`config.mk`:
```
export PLATFORM = sky130hd
export DESIGN_NAME = fetch_unit
export DESIGN_NICKNAME = d
export VERILOG_FILES = /design/src/rtl/fetch_unit.sv
export SDC_FILE = /design/constraint.sdc
export NUM_CORES = 1
export LEC_CHECK = 0
export BUFFER_PORTS_ARGS = -buffer_cell sky130_fd_sc_hd__buf_2
export CORE_ASPECT_RATIO = 1.2
export CORE_MARGIN = 10
export CORE_UTILIZATION = 28
export DETAILED_ROUTE_END_ITERATION = 8
export GPL_ROUTABILITY_DRIVEN = 0
export RECOVER_POWER = 100
export SYNTH_ARGS = -nofsm -noshare
export SYNTH_HDL_FRONTEND = slang
export SYNTH_SLANG_ARGS = --single-unit
```
`constraint.sdc`:
```
create_clock -name i_clk -period 3.1 [get_ports i_clk]
set_clock_uncertainty 0.1 [all_clocks]
set_input_delay 0.155 -clock i_clk [delete_from_list [all_inputs] [get_ports i_clk]]
set_output_delay 0.155 -clock i_clk [all_outputs]
set_load 0.03 [all_outputs]
```
`src/rtl/fetch_unit.sv`:
```
// -----------------------------------------------------------------------------
// fetch_unit
//   Instruction fetch stage that sits in front of the dispatcher. It reads
//   32-bit words from the unified RAM over a req/ack port and splits each word
//   into two 16-bit instructions. The instructions go into a small prefetch
//   queue and leave through a valid/ready handshake, each tagged with its PC.
//   A jump redirect flushes the queue and restarts fetch at the jump target.
//
// Parameters
//   DEPTH     prefetch queue entries (power of two, >= 2)
//   RESET_PC  first fetch address after reset
//
// Ports
//   i_clk          clock, rising edge
//   i_rst          asynchronous reset, active low
//   i_run          1 = new fetch requests allowed (the queue drains either way)
//   i_redirect     jump taken: flush and restart fetch at i_redirect_pc
//   i_redirect_pc  jump target (bit 0 is ignored)
//   o_mem_req      read request to the unified RAM
//   o_mem_addr     word address of the request, held stable while o_mem_req=1
//   i_mem_ack      one-cycle acknowledge, i_mem_data valid in the same cycle
//   i_mem_data     [15:0] = halfword at addr+0, [31:16] = halfword at addr+2
//   o_ir_valid     queue head is valid
//   o_ir           instruction at the queue head
//   o_ir_pc        PC of o_ir
//   i_ir_ready     consumer pops the head when o_ir_valid & i_ir_ready
// -----------------------------------------------------------------------------
module fetch_unit #(
  parameter int          DEPTH    = 4,
  parameter logic [31:0] RESET_PC = 32'h0000_0000
) (
  input  logic        i_clk,
  input  logic        i_rst,
  input  logic        i_run,
  input  logic        i_redirect,
  input  logic [31:0] i_redirect_pc,
  output logic        o_mem_req,
  output logic [31:0] o_mem_addr,
  input  logic        i_mem_ack,
  input  logic [31:0] i_mem_data,
  output logic        o_ir_valid,
  output logic [15:0] o_ir,
  output logic [31:0] o_ir_pc,
  input  logic        i_ir_ready
);

  localparam int PW = $clog2(DEPTH);
  localparam int CW = PW + 1;

  // IDLE : no request outstanding
  // REQ  : request outstanding, its data will be queued
  // DRAIN: request outstanding but a redirect arrived, its data is dropped
  typedef enum logic [1:0] {
    IDLE  = 2'd0,
    REQ   = 2'd1,
    DRAIN = 2'd2
  } state_t;

  state_t         state;
  state_t         state_nxt;

  logic [31:0]    fpc;
  logic [PW-1:0]  rd_ptr;
  logic [PW-1:0]  wr_ptr;
  logic [CW-1:0]  count;
  logic [15:0]    instr_q [DEPTH];
  logic [31:0]    pc_q    [DEPTH];

  logic           start_req;
  logic           accept;
  logic           push_two;
  logic           push_one;
  logic           pop;
  logic [CW-1:0]  n_push;

  // Bit 0 of every PC is always zero, so these bits carry no information.
  logic unused_pc_bits;
  assign unused_pc_bits = ^{i_redirect_pc[0], fpc[0]};

  // ---------------------------------------------------------------------------
  // Next-state logic and the per-cycle push/pop decisions
  // ---------------------------------------------------------------------------
  always_comb begin
    // NOTE: every signal written here gets a default first so no latch is inferred.
    state_nxt = state;
    start_req = 1'b0;
    accept    = 1'b0;

    case (state)
      IDLE: begin
        // Issue only with two free entries: a word can carry two instructions.
        if (i_run && !i_redirect && (count <= CW'(DEPTH - 2))) begin
          state_nxt = REQ;
          start_req = 1'b1;
        end
      end
      REQ: begin
        if (i_mem_ack) begin
          // A same-cycle redirect still ends the transaction, but drops the data.
          state_nxt = IDLE;
          accept    = !i_redirect;
        end else if (i_redirect) begin
          state_nxt = DRAIN;
        end
      end
      DRAIN: begin
        if (i_mem_ack) state_nxt = IDLE;
      end
      default: state_nxt = IDLE;
    endcase

    // An odd-halfword fetch address means only the upper halfword is wanted.
    push_two = accept && !fpc[1];
    push_one = accept &&  fpc[1];
    n_push   = push_two ? CW'(2) : (push_one ? CW'(1) : '0);

    // Redirect wins over a same-cycle pop.
    pop      = o_ir_valid && i_ir_ready && !i_redirect;
  end

  // ---------------------------------------------------------------------------
  // State register
  // ---------------------------------------------------------------------------
  always_ff @(posedge i_clk or negedge i_rst) begin
    // NOTE: registers use non-blocking assignments so every flop samples pre-edge values.
    if (!i_rst) state <= IDLE;
    else        state <= state_nxt;
  end

  // ---------------------------------------------------------------------------
  // Fetch PC, request address and prefetch queue
  // ---------------------------------------------------------------------------
  always_ff @(posedge i_clk or negedge i_rst) begin
    if (!i_rst) begin
      fpc        <= {RESET_PC[31:1], 1'b0};
      o_mem_addr <= '0;
      rd_ptr     <= '0;
      wr_ptr     <= '0;
      count      <= '0;
      // NOTE: the queue storage is reset because o_ir/o_ir_pc read it directly and must be 0 out of reset.
      for (int i = 0; i < DEPTH; i++) begin
        instr_q[i] <= '0;
        pc_q[i]    <= '0;
      end
    end else begin
      // The address is captured once per request and never changes until ack.
      if (start_req) o_mem_addr <= {fpc[31:2], 2'b00};

      if (i_redirect) begin
        fpc    <= {i_redirect_pc[31:1], 1'b0};
        rd_ptr <= '0;
        wr_ptr <= '0;
        count  <= '0;
      end else begin
        if (accept) fpc <= {fpc[31:2], 2'b00} + 32'd4;

        if (push_two) begin
          instr_q[wr_ptr]           <= i_mem_data[15:0];
          pc_q[wr_ptr]              <= {fpc[31:2], 2'b00};
          instr_q[wr_ptr + PW'(1)]  <= i_mem_data[31:16];
          pc_q[wr_ptr + PW'(1)]     <= {fpc[31:2], 2'b10};
          wr_ptr                    <= wr_ptr + PW'(2);
        end else if (push_one) begin
          instr_q[wr_ptr]           <= i_mem_data[31:16];
          pc_q[wr_ptr]              <= {fpc[31:2], 2'b10};
          wr_ptr                    <= wr_ptr + PW'(1);
        end

        if (pop) rd_ptr <= rd_ptr + PW'(1);

        count <= count + n_push - CW'(pop);
      end
    end
  end

  // ---------------------------------------------------------------------------
  // Outputs
  // ---------------------------------------------------------------------------
  assign o_mem_req  = (state != IDLE);
  assign o_ir_valid = (count != '0);
  assign o_ir       = instr_q[rd_ptr];
  assign o_ir_pc    = pc_q[rd_ptr];

endmodule

```
* Word level (Yosys, flattened, before mapping)
Cells that the tools add are included.
** Operators by class
- Add/sub/neg operators :: 6
- Order comparisons :: 6
- Equal/unequal tests :: 5
- Mux-type cells :: 43
- Bitwise gates (word level) :: 4
- Reduce and logical (&&, ||, !) cells :: 19
** Operators by type and width (count)
- 128-bit bitwise mux :: 3
- 128-bit 2-to-1 mux :: 2
- 64-bit bitwise mux :: 3
- 32-bit 2-to-1 mux :: 6
- 32-bit demux with 2-bit select :: 2
- 64-bit 2-to-1 mux :: 2
- 32-bit binary-select mux with 2-bit select :: 1
- 16-bit demux with 2-bit select :: 2
- 16-bit 2-to-1 mux :: 4
- 32-bit by 3-bit adder with 32-bit output, second input constant :: 1
- 16-bit binary-select mux with 2-bit select :: 1
- 2-bit 2-to-1 mux :: 10
- 3-bit >= comparator, second input constant :: 3
- 2-bit inverter with 3-bit output :: 3
- 1-bit logical AND :: 8
- 2-bit nonzero test :: 4
- 3-bit by 1-bit less-than comparator with 1-bit output, second input constant :: 2
- 2-bit case mux with 3 select lines :: 1
- 3-bit nonzero test :: 2
- 1-bit 2-to-1 mux :: 5
- 2-bit by 1-bit adder with 2-bit output, second input constant :: 2
- 2-bit != test, second input constant :: 2
- 3-bit by 2-bit adder with 3-bit output :: 1
- 3-bit by 2-bit less-or-equal comparator with 1-bit output, second input constant :: 1
- other kinds (11) :: 12
** Storage, ports and cells
- Register bits after elaboration :: 263
- Output and inout port bits :: 82

* Depth between registers and ports, before layout
- Word-level depth :: 9
- Gate-level depth with buffers :: 11

* Least setup slack after synthesis
Ideal clock, no wire load.
- Path kind :: reg-to-reg
- From :: reg count[1]
- To :: reg count[2]
- Setup time :: 132 ps
- Arrival :: 2161 ps
- Path slack :: 708 ps
- Stages on the path, launching flop included :: 11
- Path buffers :: 0
- Clock period less this slack :: 2392 ps
- Cells stage by stage :: dfrtp_1 or3_1 nand2_1 nor2_1 ha_1 inv_1 ha_1 inv_1 fa_1 xnor2_1 nor2_1
** On the way
- Cells in the longest elaborated chain, start to end :: 5
- Elaborated cells on any way between the ends :: 6
- Those cells by class :: add/sub (2); mux (1); reduce/logical (3)
** RTL lines
- start: declaration :: line 65 : logic [CW-1:0] count;
- start signal: assignment :: line 171 : count <= count + n_push - CW'(pop);
- 3-bit nonzero test :: line 180 : assign o_ir_valid = (count != '0);
- named net o_ir_valid :: line 41 : output logic o_ir_valid,
- 1-bit logical AND (2 in series) :: line 118 : pop = o_ir_valid && i_ir_ready && !i_redirect;
- 3-bit by 1-bit subtractor with 3-bit output :: line 171
- 3-bit 2-to-1 mux :: line 149 : if (i_redirect) begin
The timed path passes the listed nets, and every way through them passes these cells.
A chain may end at the register's enable or synchronous reset.

* Worst setup path after layout
- From :: reg rd_ptr[0]
- To :: out o_ir_pc[16]
** On the way
- Cells in the longest elaborated chain, start to end :: 4
** RTL lines
- start: declaration :: line 63 : logic [PW-1:0] rd_ptr;
- start signal: assignment :: line 169 : if (pop) rd_ptr <= rd_ptr + PW'(1);
- 2-bit inverter with 3-bit output (implied by the code) :: line 182 : assign o_ir_pc = pc_q[rd_ptr];
- 32-bit binary-select mux with 2-bit select :: line 182
- 32-bit 2-to-1 mux (implied by the code) (2 in series) :: line 182
- end: declaration :: line 43 : output logic [31:0] o_ir_pc,
Every way passes these cells. The select of a mux whose other input is x is not followed.

==> reports/metrics.csv <==
metric,value,unit
status,"finished, violations left",
failing checks,"capacitance limit, slew limit",
"Max FO, Critical Path",17,
Netlist cell types,47,
Synth Instances,1111,
dpl cells,1814,
setup TNS,0,ns
HPWL after DPL,24900,um
cts repair resizes,0,
pre-CTS setup slack,0.547,ns
CTS tree,done,
largest area contributor in the netlist,dfrtp_1,
WP data required,2.84,ns
DRT antenna net count,0,
leakage power,7.05,nW
num ports,152,
fin cells,1959,
Final Util,35.7,%
main flop type after synthesis,dfrtp_1,
drt wl/cell,19.7,um
Total Routing Usage GR,13.8,%
register bit count reported by yosys,262,
final period utilization,90.9,%
port buffer count,148,
Chip Width,217,um
Max-Cap Viols,1,
Clock Sinks,262,
vias in the first global route,10600,
Worst VDD drop,0.643,mV
Fill cells,4643,
placed inst area,0.0146,sq mm
number of synthesized flops with an enable pin,0,
fin. max-slew vios,77,
Layout area overhead,25.6,%
synth cell count leaders,"262 x dfrtp_1, 137 x nand2_1, 108 x mux2_1",
htree depth,1,
GRT Residual Overflow,0,
CP endpoint kind,primary output,
crit start category,flip-flop,
Core Area,0.0461,sq mm
vias,9930,
final worst slack,0.282,ns
hold crit path type,input pin to flip-flop,
first-pass GRT wire length,61600,um
arrival time worst endpoint,2.56,ns
Worst-path clk slew,0.06,ns
Setup CP Type,flip-flop to primary output,
total power,13.2,mW
starting density of the core,28.4,%
YS warnings,0,
power density over cell area,801,mW/mm^2
initial antenna violation count,1,
asr flop ratio synth,100,%
Worst slew margin,-40.6,%
layout cell share with drive strength beyond 1,21.2,%
hold_buf cts,88,
final setup fails,0,
measured slew at the worst slew-check pin,2.11,ns
hold slack final,0.237,ns
Pre-antenna DRT Iters,5,
vias per inst,5.07,
drt drc,0,
Clock Tree Buf Depth,3,
cell with the most instances after synthesis,dfrtp_1,
"Hold Vio Cnt, Final",0,
top cell type's share of synthesized area,50.1,%
final WL,38700,um
RSZ-0062 raised after global routing,false,
# rows,86,
post-synthesis instance area,0.0131,sq mm
ranking of synthesized cells by area,"dfrtp_1 50%, mux2_1 9.3%, mux4_2 8.3%",
die height,257,um
Finished Cell Area,0.0164,sq mm
FMAX,0.355,GHz
"Seq/Total Area, Yosys",50.1,%
largest net degree at the start of global routing,79,
Post-CTS Setup Bufs,0,
Clock Root Buffer,clkbuf_16,
nets,1398,
average size of a mapped cell,11.8,sq um
drt initial violations,716,
die area,0.0558,sq mm
crit path time final,2.82,ns
worst skew pair latency,0.57,ns
TritonCTS Buffers,31,
logic make-up (layout without fill, tap and decap cells):
group	count (synthesis)	after routing	share of synthesized area (%)
AOI/OAI and AO/OA	236	236	11.6
buffers and inverters	112	341	3.44
adders and majority gates	9	9	0.918
and+or+nand+nor	244	244	8.84
xor gates and xnor gates	15	15	1.00
muxes	232	232	24.1
DFF	262	262	50.1
other	1	4	0.0287
cell type report:
class,instances,area [sq um],share of cell area (%)
Antenna cell,2,5.00,0.0304
Clock buffer,43,891,5.42
Clock inverter,12,241,1.47
Inverter,12,45.0,0.274
Multi-Input combinational cell,738,6090,37.0
Sequential cell,262,6560,39.9
Tap cell,616,771,4.69
Timing Repair Buffer,274,1840,11.2
where the power goes:
part	switching (mW)	leakage, nW	internal, mW	total (mW)
combinational	2.62	3.12	1.61	4.23
clock	1.46	0.554	2.57	4.03
sequential	0.587	3.38	4.32	4.91
sequential cells by signal, summed over array words and instances (netlist names):
signal and cells:
pc_q 128, instr_q 64, fpc 31, o_mem_addr 30, count 3, rd_ptr 2
state 2, wr_ptr 2
worst paths after layout:
kind | to | startpoint | cells after the start | slack (ns)
setup reg to reg | fpc[24] | state[1] | 4 | 0.35
setup / recovery | o_ir_pc[16] | rd_ptr[0] | 3 | 0.28
hold / removal | fpc[12] | i_redirect_pc[12] | 4 | 0.24
min in group asynchronous | o_mem_addr[29] | i_rst | 2 | 0.66
hold reg to reg | instr_q[57] | instr_q[57] | 2 | 0.37
max in group asynchronous | pc_q[116] | i_rst | 3 | 0.70
placed cells by master (no fill, tap or decap), types with 25 or more instances in the layout:
cell type,synthesis,final
o21ai_0,39,75
buf_2,17,71
nor2_1,26,25
a21boi_0,32,32
o31ai_1,29,29
clkbuf_16,0,31
dfrtp_1,262,260
mux2_2,75,75
clkbuf_1,64,84
dlygate4sd3_1,0,88
mux4_2,48,48
nand2_1,137,137
mux2_1,108,108
critical path: stages (launching register included):
cell      delay, ns
dfrtp_2        0.82
buf_4          0.37
mux4_2         0.59
clkbuf_2       0.22
metal layers:
metal / global-route usage, % / vias up / routed length, um
met2: 23.4 / 307 / 18900
met4: 3.75 / 0 / 805
met5: 0 / - / 0
met1: 17.4 / 5061 / 16800
met3: 2.61 / 66 / 2250
li1: - / 4496 / -
Power figures use the tool's default switching activity.
